$ cat src/rtl/xf100_exu_wbck_arb_pkg.sv
// Shared constants and types for the EXU writeback arbiter.
package xf100_exu_wbck_arb_pkg;

  localparam int unsigned WBCK_XLEN       = 32;
  localparam int unsigned WBCK_RFIDX_W    = 5;
  localparam int unsigned WBCK_STARVE_MAX = 3;
  localparam int unsigned WBCK_CNT_W      = 2;

  typedef enum logic [1:0] {
    GntNone,
    GntAlu,
    GntLng
  } wbck_gnt_e;

endpackage

$ cat src/rtl/xf100_exu_wbck_arb.sv
// Two-source regfile writeback arbiter: long pipe wins by default, a saturating
// starvation counter forces an ALU grant; registered output, x0 writes squashed.
module xf100_exu_wbck_arb
  import xf100_exu_wbck_arb_pkg::*;
#(
  parameter int unsigned XLEN       = WBCK_XLEN,
  parameter int unsigned RFIDX_W    = WBCK_RFIDX_W,
  parameter int unsigned STARVE_MAX = WBCK_STARVE_MAX,
  parameter int unsigned CNT_W      = WBCK_CNT_W
) (
  input  logic               clk,
  input  logic               rst,
  input  logic               arb_i_alu_valid,
  output logic               arb_o_alu_ready,
  input  logic [XLEN-1:0]    arb_i_alu_data,
  input  logic [RFIDX_W-1:0] arb_i_alu_rdidx,
  input  logic               arb_i_lng_valid,
  output logic               arb_o_lng_ready,
  input  logic [XLEN-1:0]    arb_i_lng_data,
  input  logic [RFIDX_W-1:0] arb_i_lng_rdidx,
  output logic               arb_o_wbck_en,
  output logic [XLEN-1:0]    arb_o_wbck_data,
  output logic [RFIDX_W-1:0] arb_o_wbck_rdidx,
  output logic               arb_o_alu_starved
);

  localparam logic [CNT_W-1:0] StarveMaxC = CNT_W'(STARVE_MAX);

  logic [CNT_W-1:0] r_cnt;
  logic [CNT_W-1:0] w_cnt_nxt;
  logic             w_force_alu;
  logic             w_lng_ready;
  logic             w_alu_ready;
  wbck_gnt_e        w_gnt;

  assign w_force_alu = (r_cnt == StarveMaxC);
  assign w_lng_ready = ~rst & arb_i_lng_valid & ~(w_force_alu & arb_i_alu_valid);
  assign w_alu_ready = ~rst & arb_i_alu_valid & ~w_lng_ready;

  assign arb_o_alu_ready = w_alu_ready;
  assign arb_o_lng_ready = w_lng_ready;

  always_comb begin
    w_gnt = GntNone;
    if (w_lng_ready) begin
      w_gnt = GntLng;
    end else if (w_alu_ready) begin
      w_gnt = GntAlu;
    end
  end

  // Counts consecutive cycles the ALU is refused; any cycle without a blocked
  // ALU request clears it.
  always_comb begin
    w_cnt_nxt = '0;
    if (arb_i_alu_valid && !w_alu_ready) begin
      w_cnt_nxt = w_force_alu ? r_cnt : r_cnt + CNT_W'(1);
    end
  end

  always_ff @(posedge clk) begin
    if (rst) begin
      r_cnt             <= '0;
      arb_o_alu_starved <= 1'b0;
    end else begin
      r_cnt             <= w_cnt_nxt;
      arb_o_alu_starved <= (w_cnt_nxt == StarveMaxC);
    end
  end

  always_ff @(posedge clk) begin
    if (rst) begin
      arb_o_wbck_en    <= 1'b0;
      arb_o_wbck_data  <= '0;
      arb_o_wbck_rdidx <= '0;
    end else begin
      case (w_gnt)
        GntLng: begin
          arb_o_wbck_en    <= |arb_i_lng_rdidx;
          arb_o_wbck_data  <= arb_i_lng_data;
          arb_o_wbck_rdidx <= arb_i_lng_rdidx;
        end
        GntAlu: begin
          arb_o_wbck_en    <= |arb_i_alu_rdidx;
          arb_o_wbck_data  <= arb_i_alu_data;
          arb_o_wbck_rdidx <= arb_i_alu_rdidx;
        end
        default: arb_o_wbck_en <= 1'b0;
      endcase
    end
  end

endmodule

$ cat config.mk
export PLATFORM = sky130hd
export DESIGN_NAME = xf100_exu_wbck_arb
export DESIGN_NICKNAME = d
export VERILOG_FILES = /design/src/rtl/xf100_exu_wbck_arb_pkg.sv /design/src/rtl/xf100_exu_wbck_arb.sv
export SDC_FILE = /design/constraint.sdc
export NUM_CORES = 1
export LEC_CHECK = 0
export CAP_MARGIN = 20
export CORE_UTILIZATION = 30
export DETAILED_ROUTE_END_ITERATION = 7
export PLACE_DENSITY_LB_ADDON = 0.1
export SLEW_MARGIN = 5
export SYNTH_ARGS = -nofsm -noshare
export SYNTH_HDL_FRONTEND = slang
export SYNTH_SLANG_ARGS = --single-unit
$ cat constraint.sdc
create_clock -name clk -period 4.3 [get_ports clk]
set_clock_uncertainty 0.05 [all_clocks]
set_input_delay 0.86 -clock clk [delete_from_list [all_inputs] [get_ports clk]]
set_output_delay 0.86 -clock clk [all_outputs]
set_load 0.03 [all_outputs]
# Word level (Yosys, flattened, before mapping)
# Index checks and enable logic that the tools add are counted.
# word_totals
word_cells	30
input_bits	78
output_inout_bits	41
reg_bits	41
# op_classes
reduce_logical	5
n_eq_ne	4
muxes	7
bitwise	8
addsub	1
# ops
op	count
$pmux W32 S2	1
$pmux W5 S2	1
$reduce_or A5 Y1	2
$eq A2 B2 Y1 const B	3
$mux W2	3
$and A1 B1 Y1	5
$not A1 Y1	3
$add A2 B1 Y2 const B	1
$eq A2 B1 Y1 const B	1
$pmux W1 S2	1
$reduce_bool A2 Y1	1
$logic_and A1 B1 Y1	1
$logic_not A1 Y1	1
$mux W1	1

# Depth between registers and ports, before layout
# Gate-level depths: netlist of the first run.
# logic_depth
word_depth	10
depth_mapped	5
mapped_depth_nobuf	3

# Worst setup path after synthesis of the first run
# Ideal clock, no wire load.
# synth_timing
kind	input -> output
startpoint	in rst
endpoint	out arb_o_alu_ready
t_required_ns	3.390
arrival_ns	1.695
n_path_buf	2
stages	4
path_slack_ns	1.695
cell_sequence	buf_2 > nand2b_1 > nor2_2 > buf_6
# synth_via
elab_chain_len	5
elab_cells_between_ends	6
classes_between	bitwise (6)
# synth_lines
item	line_no	text
start: declaration	xf100_exu_wbck_arb.sv:12	input logic rst,
$not A1 Y1 (*)	xf100_exu_wbck_arb.sv:37, xf100_exu_wbck_arb.sv:38	
$and A1 B1 Y1 (2 in series)	xf100_exu_wbck_arb.sv:37	assign w_lng_ready = ~rst & arb_i_lng_valid & ~(w_force_alu & arb_i_alu_valid);
$not A1 Y1	xf100_exu_wbck_arb.sv:38	assign w_alu_ready = ~rst & arb_i_alu_valid & ~w_lng_ready;
$and A1 B1 Y1 (*)	xf100_exu_wbck_arb.sv:38	
end: declaration	xf100_exu_wbck_arb.sv:14	output logic arb_o_alu_ready,
# Every way passes the cells marked *; elsewhere a longest branch is shown, timed or not.

# Worst setup path in the final report of the first run
# Same ends and word-level chain as after synthesis.

==> results of run 1 <==
[area by class of cell]
cell class	count	area (sq um)	area share [%]
Clock inverter	1	5.00	0.163
Clock buffer	7	96.3	3.14
Tap cell	72	90.1	2.94
Multi-Input combinational cell	117	827	27.0
Timing Repair Buffer	124	1220	39.9
Sequential cell	41	821	26.8
Inverter	1	3.75	0.122
[kinds of logic (layout without fill, tap and decap cells)]
logic type,after synthesis,in the layout,share of synthesized area (%)
AND/OR/NAND/NOR,51,51,15.9
buffers and inverters,16,133,5.46
AO/OA/AOI/OAI,65,65,31.0
XOR/XNOR,1,1,0.503
flip-flops,41,41,47.1
[metal layers]
metal | vias up | part of all wire [%] | global-route usage, %
met5 | - | 0 | 0
met4 | 0 | 0.36 | 4.44
met3 | 2 | 7.4 | 4.65
met2 | 75 | 45 | 27.8
met1 | 808 | 47 | 22.2
li1 | 889 | - | -
[worst max-delay path, cell delays in order]
cell and delay (ns):
sky130_fd_sc_hd__clkdlybuf4s50_1 0.40, sky130_fd_sc_hd__buf_4 0.20, sky130_fd_sc_hd__nand2b_1 0.15, sky130_fd_sc_hd__buf_4 0.18, sky130_fd_sc_hd__nor2_2 0.10, sky130_fd_sc_hd__buf_4 0.31, sky130_fd_sc_hd__buf_4 0.23
[power breakdown]
| part | leakage, nW | switching, mW | total (mW) | internal [mW] |
|---|---|---|---|---|
| clock | 0.0542 | 0.125 | 0.270 | 0.145 |
| sequential | 0.340 | 0.0133 | 0.420 | 0.407 |
| combinational | 0.759 | 0.117 | 0.255 | 0.138 |
[registers in the layout, summed over array words and instances, names as in the netlist]
register and cells:
arb_o_wbck_data 32, arb_o_wbck_rdidx 5, r_cnt 2, arb_o_alu_starved 1
arb_o_wbck_en 1
[worst paths after layout]
path / start / end / slack (ns) / cells after the start
setup reg to reg: r_cnt[0] / arb_o_wbck_data[25] / 2.81 / 5
setup / recovery: rst / arb_o_alu_ready / 0.96 / 7
hold reg to reg: arb_o_wbck_rdidx[4] / arb_o_wbck_rdidx[4] / 0.45 / 2
hold / removal: arb_o_wbck_rdidx[4] / arb_o_wbck_rdidx[4] / 0.45 / 2
[through the flow]
| step | util [%] | setup slack, ns |
|---|---|---|
| floorplan | - | 1.69 |
| global placement | 53.5 | 0.963 |
| detailed placement | 53.5 | 0.957 |
| CTS | 55.3 | 0.953 |
| global route | 55.3 | 0.863 |
| finish | 55.3 | 0.959 |
[synth_stat cells (2+ instances only)]
cell type and number:
sky130_fd_sc_hd__o21ai_0 11, sky130_fd_sc_hd__and2_1 26, sky130_fd_sc_hd__nor3_1 2, sky130_fd_sc_hd__dfxtp_1 41
sky130_fd_sc_hd__nor2_1 15, sky130_fd_sc_hd__buf_6 4, sky130_fd_sc_hd__a211oi_1 11, sky130_fd_sc_hd__a31oi_1 11
sky130_fd_sc_hd__a221o_1 26, sky130_fd_sc_hd__clkbuf_1 7, sky130_fd_sc_hd__nand2_1 3, sky130_fd_sc_hd__buf_2 4
==> results by stage, run 1 <==
Run status:
- The run finished with clean final reports.

Timing:
- For the pin with the worst max-slew slack, the measured transition is 0.765 ns.
- The final-report hold violation count is 0.
- The maximum achievable frequency is 299 MHz.
- The minimum hold slack is 0.451 ns.
- The total setup violations reported at the end of the flow is 0.
- The final count of pins violating max slew is 0.
- The worst path uses 77.7% of the clock period.
- The worst relative slew slack is 48.9%.
- After routing, the total negative slack on setup checks comes to 0 ns.
- Subtracting the final worst setup slack from the clock period gives 3.34 ns.
- Setup repair after global routing left no endpoint under its margin.

Power and ir drop:
- Total power for the finished layout comes to 0.945 mW.
- The largest vdd supply drop is 0.000121 V.
- The power density over the cells is 308 mW/mm^2.
- The analysis attributes to cell leakage a power of 1.15 nW.

Synth:
- Summed over its instances, the top area cell type makes up 47.1% of the synthesized netlist area.
- Yosys printed 0 warnings.
- Ranked by total cell area, the synthesized netlist is headed by sky130_fd_sc_hd__dfxtp_1 (47%), sky130_fd_sc_hd__a221o_1 (15%), sky130_fd_sc_hd__and2_1 (9.3%).
- The most common flop cell mapped by yosys is sky130_fd_sc_hd__dfxtp_1.
- The cell area that synthesis handed to floorplanning was 0.00174 sq mm.
- The proportion of synthesized chip area in sequential cells is 47.1%.
- The post-synthesis cell type with the largest combined area is sky130_fd_sc_hd__dfxtp_1.
- Of all flip-flops after synthesis, the portion carrying an async set or reset was 0%.
- The post-synthesis sequential element count is 41.
- Synthesis instantiated 25 different standard cells from the library.
- In this run, synthesis inferred 0 flip-flops with an integrated enable.
- The net count of the mapped netlist is 252.
- A synthesized cell averages 10.0 sq um.
- The cell count after synthesis is 174.

Detailed routing:
- The wire length after detailed routing is 5.24 mm.
- The routed via count is 1774.
- In this run the remaining antenna-violating nets after routing total 0.
- The routed wire length per instance is 14.4 microns.
- The vias per cell is 4.89.
- The first detailed-routing pass took 4 iterations.
- In the routed design, unresolved DRC markers number 0.
- The violation count after the first detailed-route iteration is 84.

Clocking:
- The master cell of the clock root buffer is sky130_fd_sc_hd__clkbuf_8.
- Counting along the longest clock path gives a buffer depth of 2.
- The number of buffers inserted for hold repair after clock tree synthesis is 0.
- The TritonCTS clock tree is built.
- The number of gates resized after CTS was 0.
- The number of levels in the clock H-tree is 2.
- The clock transition at the registers of the reported paths is 0.08 ns.
- CTS saw 41 sinks.
- Once the clock tree was built, the setup fixing pass inserted 0 buffers.
- Counting the buffers created by CTS gives 5.
- The clock latency on the worst-skew pair is 0.28 ns.

Cells and area:
- The top cell types in the final layout, fill and taps aside, are sky130_fd_sc_hd__clkdlybuf4s50_1 (116), sky130_fd_sc_hd__dfxtp_1 (41), sky130_fd_sc_hd__and2_1 (26), sky130_fd_sc_hd__a221o_1 (26), sky130_fd_sc_hd__nor2_1 (15).
- The filler cell count is 518.
- From synthesis to final layout, the design area changed by 75.8%.
- Once layout is complete, the cells apart from fillers number 363.
- The number of antenna cells inserted is 0.
- Summing all non-filler instances in the final layout gives an area of 0.00306 sq mm.
- The library cell used most frequently in the layout, excluding fill and tap cells, is sky130_fd_sc_hd__clkdlybuf4s50_1.
- In the final layout, the share of cells above drive strength 1 is 7.90%.
- The final layout net count is 368.

Global routing:
- Global routing used 17.1% of the available tracks.
- The initial antenna violation count is 0.
- The largest net degree at the start of global routing is 29.
- The first-pass GRT wire length is 8.25 mm.
- The number of global-route vias before repair is 1754.
- After global routing the overflow that remains totals 0.

Floorplan:
- The core footprint is 0.00554 sq mm.
- The number of primary I/O pins is 119.
- The die boundary width is 78.2 microns.
- The starting density of the core is 31.5%.
- The area enclosed by the die boundary is 0.00612 sq mm.
- The number of placement rows is 27.
- The vertical extent of the die is 78.2 microns.

Place:
- In this run the cell area measured after placement is 0.00296 sq mm.
- The routability-driven placement congestion ratio is 0.783.
- During placement, the flow inserted port buffers numbering 118.
- The post-DP HPWL is 3.77 mm.
- The cell count after placement is 355.

Worst setup path:
- The worst setup path is launched from a primary input.
- The largest fanout on the critical path is 28.
- The arrival time at the worst endpoint is 2.43 ns.
- The nature of the critical path endpoint is an output pin.
- The setup path with the least slack is of type primary input to output pin.
- The worst path required time is 3.39 ns.

Min path:
- The class of the most critical hold timing path is flop to flop.

Flow run:
- The max-cap check violation count is 0.
Note: power is estimated with default switching activity, not from simulation.
==> inputs of run 2 (changes only) <==
Clock period 4.3 ns to 2.95 ns, I/O delays scaled along.
==> run 2 against run 1 <==
First-iteration DRC count decreased by 9.5%. Global-route usage rose by 0.35 points. Die area is the same. Total power increased by 41%. Worst hold slack hardly changed. Setup slack worse by 0.34 ns. Sequential power grew 46%. Non-clock buffer count rose by 1. Highest routed layer unchanged. Core utilization is 0.25 points lower. Clock power is 28% higher. Count of clock-buffer cells in the layout rose by 1. Largest cell class unchanged. Sequential share of layout area grew 0.12 points.
==> results by stage, run 2 (synthesized netlist as in run 1, its figures left out) <==
Power and ir drop:
- The leakage power total came to 1.14 nW (-0.88%).
- The largest vdd supply drop is 0.000266 V (+120%).
- The fraction of power consumed by the clock network is 26.0% (-2.5 points).
- The net switching power was 0.369 mW (+44%).
- The relative contribution of combinational cells to total power was 28.1% (+1.1 points).
- The power share of the sequential group came to 46.0% (+1.5 points).
- The net switching share of the total power is 27.7% (+0.67 points).
- The design internal power was 0.963 mW (+40%).
- The power density over the cells was 437 mW/mm^2 (+42%).

Timing:
- Setup repair after global routing left no endpoint under its margin.
- The actual slew at the worst max-slew pin is 0.432 ns (-0.333 ns).
- The final critical path takes up 79.2% of the cycle.
- The worst path in the final design needs a cycle of 2.33 ns, including I/O delays and setup.
- The worst relative slew slack is 71.2% (+22 points).
- The final-report hold violation count is 0 (unchanged).
- The total setup violations reported at the end of the flow was 0 (unchanged).
- The final total negative setup slack came to 0 ns (unchanged).
- The final count of pins violating max slew is 0 (unchanged).
- Timing would allow up to 428 MHz.
- The minimum hold slack is 0.450 ns (-0.000308 ns).

Clocking:
- The deepest clock path buffer count came to 2 (unchanged).
- The number of cells upsized or downsized after cts is 0 (unchanged).
- The number of buffers inserted for hold repair after clock tree synthesis is 0 (unchanged).
- The TritonCTS clock tree is built.
- The clock latency on the worst-skew pair came to 0.28 ns (about the same).
- The clock transition at the registers of the reported paths is 0.08 ns (about the same).
- The CTS sink count is 41 (unchanged).
- The number of buffers added by the clock tree synthesis step is 5 (unchanged).
- The number of post-CTS setup repair buffers was 0 (unchanged).
- The number of levels in the clock H-tree is 2 (unchanged).
- The master cell of the clock root buffer is sky130_fd_sc_hd__clkbuf_8.

Run status:
- The flow ran to the end, and the final reports show no timing, DRC or antenna violations.

Cells and area:
- Relative to the synthesized area, the layout overhead comes to 75.0%.
- The largest registers in the layout are arb_o_wbck_data (32), arb_o_wbck_rdidx (5), r_cnt (2).
- The final layout net count came to 369 (+0.27%).
- The number of antenna cells inserted is 0 (unchanged).
- The proportion of layout cells with a drive suffix above 1 came to 7.19% (-0.71 points).
- The largest register by flop count is arb_o_wbck_data.
- Leaving out fill and tap cells, the most frequent cells in the layout are sky130_fd_sc_hd__clkdlybuf4s50_1 (116), sky130_fd_sc_hd__dfxtp_1 (41), sky130_fd_sc_hd__and2_1 (26), sky130_fd_sc_hd__a221o_1 (26), sky130_fd_sc_hd__nor2_1 (15).
- The most common library cell in the layout ignoring fill and taps is sky130_fd_sc_hd__clkdlybuf4s50_1.
- The number of flip-flops in the largest register is 32 (unchanged).

Worst setup path:
- The arrival time at the worst endpoint is 1.69 ns (-0.74 ns).
- Among cell families on the critical path, the largest total delay comes from buffers and inverters.
- The largest fanout on the critical path was 7 (-75%).
- The count of buffering cells on the critical path with inverters included was 3 (-2).
- The classification of the worst setup path is primary input to output pin.
- Traced cell by cell, the critical path runs through clkdlybuf4s50_1 > inv_2 > a311oi_4 > buf_4.
- The count of cells along the worst register-to-register path is 3 (-2).
- The critical path depth came to 4 (-3).
- The highest-delay cell along the critical path is sky130_fd_sc_hd__clkdlybuf4s50_1.
- The delay of the slowest critical-path stage was 0.61 ns (+0.21 ns).
- The nature of the critical path endpoint is an output pin.
- The worst path required time was 2.31 ns (-1.08 ns).
- The worst setup path is launched from a primary input.

Floorplan:
- The starting density of the core is 31.5% (unchanged).
- The number of placement rows is 27 (unchanged).
- The vertical extent of the die is 78.2 microns (unchanged).
- The number of primary I/O pins is 119 (unchanged).
- The core footprint is 0.00554 sq mm (unchanged).
- The die boundary width is 78.2 microns (unchanged).
- The area enclosed by the die boundary is 0.00612 sq mm (unchanged).

Global routing:
- The global routing usage summed across all routing layers is 17.4% (+0.35 points).
- The global route total overflow came to 0 (unchanged).
- The largest net degree at the start of global routing came to 28 (-3.4%).
- The first-pass GRT wire length is 8.34 mm (+1.0%).
- The number of global-route vias before repair was 1649 (-6.0%).
- The initial antenna violation count is 0 (unchanged).

Place:
- The routability-driven placement congestion ratio is 0.728 (-7.1%).
- The post-DP HPWL was 3.79 mm (+0.48%).
- The count of input and output buffers is 118 (unchanged).

Detailed routing:
- The vias per cell is 4.88 (-0.22%).
- The number of DRC violations after detailed routing is 0 (unchanged).
- The wire length after detailed routing is 5.38 mm (+2.7%).
- The length of the first detailed-routing pass in iterations is 4 (unchanged).
- The routed wire length per instance was 14.8 microns (+2.4%).
- The violation count after the first detailed-route iteration is 76 (-9.5%).
- The routed via count came to 1775 (+0.056%).
- The residual antenna-violating net count after detailed routing is 0 (unchanged).

Min path:
- The class of the most critical hold timing path is flop to flop.
- The depth of the worst hold-timing path was 2 (unchanged).

Flow run:
- The max-cap check violation count was 0 (unchanged).
run 2: final timing paths:
path	slack, ns	to	startpoint
worst max-delay path	0.62	arb_o_lng_ready	arb_i_lng_valid
worst min-delay path	0.45	arb_o_wbck_data[10]	arb_o_wbck_data[10]
worst max register to register	1.51	arb_o_wbck_data[25]	r_cnt[0]
worst min register to register	0.45	arb_o_wbck_data[10]	arb_o_wbck_data[10]
run 2: area by class of cell:
| cell class | instances | area [sq um] |
|---|---|---|
| Inverter | 1 | 3.75 |
| Multi-Input combinational cell | 117 | 827 |
| Tap cell | 72 | 90.1 |
| Sequential cell | 41 | 821 |
| Timing Repair Buffer | 125 | 1230 |
| Clock buffer | 8 | 80.1 |
| Fill cell | 548 | 2490 |
run 2: through the flow:
step	area (sq um)	total power, mW	instances	worst slack [ns]	util [%]
after detailed placement	2970	1.00	356	0.602	53.6
after global routing	3050	1.40	364	0.544	55.1
after global placement	2970	0.999	356	0.610	53.6
after CTS	3050	1.35	364	0.603	55.1
after floorplan	1740	0.794	174	0.885	-
final	3050	1.33	364	0.615	55.1
run 2: per-layer routing:
layer | part of all wire (%) | vias to the layer above | GRT usage [%]
li1 | - | 892 | -
met1 | 48 | 804 | 23.4
met2 | 43 | 75 | 26.9
met3 | 8.7 | 4 | 5.58
met4 | 0.65 | 0 | 4.44
met5 | 0 | - | 0
run 2: power groups by stage:
| stage | Combinational (mW) | Sequential, mW | Clock (mW) |
|---|---|---|---|
| floorplan | 0.0931 | 0.701 | 0 |
| global placement | 0.375 | 0.624 | 0 |
| detailed placement | 0.375 | 0.624 | 0 |
| CTS | 0.377 | 0.612 | 0.360 |
| global route | 0.395 | 0.617 | 0.388 |
| finish | 0.374 | 0.612 | 0.346 |
run 2: tightest hold or removal path: cells and delay by family, from the launching register on:
kind	cells	cell delay (ns)
flip-flops	1	0.31
AND/OR/NAND/NOR	1	0.09
AO/OA/AOI/OAI	1	0.05
==> inputs of run 3 (changes only) <==
Clock period 2.95 ns to 2.15 ns, I/O delays scaled along.
==> run 3 against run 2 <==
Total power increased by 40%. Register-to-register slack worse by 0.79 ns. Global-route usage is 0.43 points higher. Final cell count increased by 0.55%. Setup slack worse by 0.49 ns. Count of clock-buffer cells in the layout fell by 1. Via count increased by 2.5%. Core utilization is 1.2 points higher. Critical endpoint is now arb_o_alu_ready. Sequential share of layout area shrank 0.59 points. First-iteration DRC count is the same.
==> results by stage, run 3 (synthesized netlist as in run 1, its figures left out) <==
Clocking:
- The deepest clock path buffer count is 2 (unchanged).
- The CTS sink count is 41 (unchanged).
- TritonCTS built the clock tree.
- The number of levels in the clock H-tree is 2 (unchanged).
- The root buffer cell chosen for the clock tree is sky130_fd_sc_hd__clkbuf_8.
- The clock transition at the registers of the reported paths is 0.07 ns (about the same).
- The number of buffers added by the clock tree synthesis step is 5 (unchanged).
- The clock latency on the worst-skew pair is 0.28 ns (about the same).

Floorplan:
- The vertical extent of the die was 78.2 microns (unchanged).
- The number of primary I/O pins is 119 (unchanged).
- The starting density of the core is 31.5% (unchanged).
- The number of placement rows came to 27 (unchanged).
- The area enclosed by the die boundary is 0.00612 sq mm (unchanged).
- The core footprint is 0.00554 sq mm (unchanged).
- The die boundary width is 78.2 microns (unchanged).

Cells and area:
- The proportion of layout cells with a drive suffix above 1 came to 8.50% (+1.3 points).
- The flip-flop and latch area is 821 sq um (unchanged).
- In the final layout, the registers with the most flip-flops are arb_o_wbck_data (32), arb_o_wbck_rdidx (5), r_cnt (2).
- The library cells used most frequently in the layout, excluding fill and tap cells, are sky130_fd_sc_hd__clkdlybuf4s50_1 (115), sky130_fd_sc_hd__dfxtp_1 (41), sky130_fd_sc_hd__and2_1 (26), sky130_fd_sc_hd__a221o_1 (26), sky130_fd_sc_hd__nor2_1 (15).
- The layout overhead on the synthesized area is 79.0%.
- The number of flip-flops in the largest register is 32 (unchanged).
- The largest register by flop count is arb_o_wbck_data.
- Leaving out fill and tap cells, the most frequent cell in the layout is sky130_fd_sc_hd__clkdlybuf4s50_1.
- The number of antenna cells inserted is 0 (unchanged).
- The final layout net count is 372 (+0.81%).
- The filler cell count was 517 (-5.7%).
- The area taken by multi-input logic gates was 827 sq um (unchanged).
- The fraction of the core area covered by cells at the end of the flow is 56.3% (+1.2 points).

Global routing:
- The first-pass GRT wire length was 8.60 mm (+3.1%).
- The largest net degree at the start of global routing is 23 (-18%).
- The global route total overflow is 0 (unchanged).
- The initial antenna violation count was 0 (unchanged).
- The layer flagged by global routing as most heavily used is met2.
- The met2 usage in global routing is 28.9% (+2.0 points).
- The global routing usage summed across all routing layers came to 17.9% (+0.43 points).
- The met3 capacity usage during global routing is 6.86% (+1.3 points).
- The met1 layer usage reported by global route is 22.4% (-1.0 points).
- The number of global-route vias before repair is 1737 (+5.3%).

Timing:
- The worst relative slew slack is 72.5% (+1.3 points).
- The total setup violations reported at the end of the flow came to 0 (unchanged).
- The final count of pins violating max slew was 0 (unchanged).
- Timing would allow up to 494 MHz.
- The final-report hold violation count is 0 (unchanged).
- The final total negative setup slack is 0 ns (unchanged).
- The actual slew at the worst max-slew pin is 0.410 ns (-0.0219 ns).
- Setup repair after global routing left no endpoint under its margin.
- In the finished design, the share of the clock period the worst path needs comes to 94.1%.
- The shortest clock period the worst path allows after layout is 2.02 ns.

Flow run:
- The max-cap check violation count is 0 (unchanged).

Worst setup path:
- The worst setup path is captured at an output pin.
- The arrival time at the worst endpoint is 1.54 ns (-0.15 ns).
- The launching instance or port of the critical path is arb_i_alu_valid.
- The largest fanout on the critical path is 6 (-1).
- The signal on the critical path passes through clkdlybuf4s50_1 > nand2b_1 > nor2_2 > buf_4.
- The critical path is of the primary input to output pin type.
- The delay of the slowest critical-path stage came to 0.63 ns (+0.02 ns).
- The count of cells along the worst register-to-register path was 3 (unchanged).
- The worst path required time is 1.67 ns (-0.64 ns).
- The highest-delay cell along the critical path is sky130_fd_sc_hd__clkdlybuf4s50_1.
- The start of the worst register-to-register path is r_cnt[0].
- The sort of element at the start of the critical path is a primary input.

Place:
- The count of input and output buffers was 118 (unchanged).
- The post-DP HPWL is 3.96 mm (+4.5%).
- The routability-driven placement congestion ratio is 0.731 (+0.48%).

Detailed routing:
- The routed via count is 1819 (+2.5%).
- The number of DRC violations after detailed routing is 0 (unchanged).
- The routed wire length per instance is 14.6 microns (-1.5%).
- The vias per cell is 4.97 (+1.9%).
- The length of the first detailed-routing pass in iterations came to 4 (unchanged).
- The violation count after the first detailed-route iteration is 76 (unchanged).
- The wire length after detailed routing is 5.33 mm (-0.95%).
- The residual antenna-violating net count after detailed routing is 0 (unchanged).

Power and ir drop:
- The leakage power total is 1.18 nW (+3.6%).
- The power share of the sequential group is 45.0% (-1.0 points).
- The final total power is 1.87 mW (+40%).
- The fraction of power consumed by the clock network came to 27.0% (+1.0 points).
- The design internal power is 1.36 mW (+41%).
- The power density over the cells came to 599 mW/mm^2 (+37%).
- The relative contribution of combinational cells to total power came to 28.0% (about the same).
- The net switching share of the total power was 27.4% (-0.28 points).
- The largest vdd supply drop is 0.000236 V (-11%).
- The net switching power is 0.512 mW (+39%).

Run status:
- The flow ran to the end, and the final reports show no timing, DRC or antenna violations.

Min path:
- The start point of the worst hold path is arb_o_wbck_rdidx[4].
- The class of the most critical hold timing path is flop to flop.
- The depth of the worst hold-timing path is 2 (unchanged).
==> run 3: power groups by stage <==
| stage | clock, mW | sequential, mW | combinational, mW |
|---|---|---|---|
| detailed placement | 0 | 0.858 | 0.526 |
| finish | 0.503 | 0.841 | 0.523 |
| global placement | 0 | 0.857 | 0.526 |
| global route | 0.564 | 0.847 | 0.556 |
| CTS | 0.522 | 0.841 | 0.528 |
| floorplan | 0 | 0.961 | 0.128 |
==> run 3: through the flow <==
stage	hold WS [ns]	instance area (sq um)	setup slack, ns	cells
3_5_place_dp	0.442	3030	0.0385	359
3_3_place_gp	0.437	3030	0.0655	359
2_1_floorplan	0.500	1740	0.405	174
4_1_cts	0.453	3120	0.0580	366
5_1_grt	0.480	3120	0.0301	366
6_report	0.449	3120	0.126	366
==> run 3: layout make-up <==
| cell class | count | area share [%] |
|---|---|---|
| flip-flops and latches | 41 | 26.3 |
| inverters | 1 | 0.120 |
| clock buffers | 7 | 2.77 |
| well taps | 72 | 2.89 |
| repair buffers | 128 | 41.4 |
| multi-input cells | 117 | 26.5 |
==> run 3: timing repair <==
| item | in CTS | in global routing |
|---|---|---|
| gates resized for setup | 0 | 1 |
| hold buffers | 0 | 0 |
| setup endpoints to repair | 0 | 1 |
| setup buffers | 0 | 0 |
==> run 3: worst max-delay path, delay by kind of cell <==
family                 cells  cell delay [ns]
buffers and inverters      2             0.81
AND/OR/NAND/NOR            2             0.29
==> run 3: worst paths after layout <==
path	to	slack, ns
hold reg to reg	arb_o_wbck_rdidx[4]	0.45
hold / removal	arb_o_wbck_rdidx[4]	0.45
setup / recovery	arb_o_alu_ready	0.13
setup reg to reg	arb_o_wbck_data[14]	0.72
==> run 3: routing by layer <==
metal | wire [microns] | up-vias
met5 | 0 | -
met2 | 2530 | 84
met1 | 2260 | 835
met4 | 25 | 0
met3 | 515 | 2
li1 | - | 898
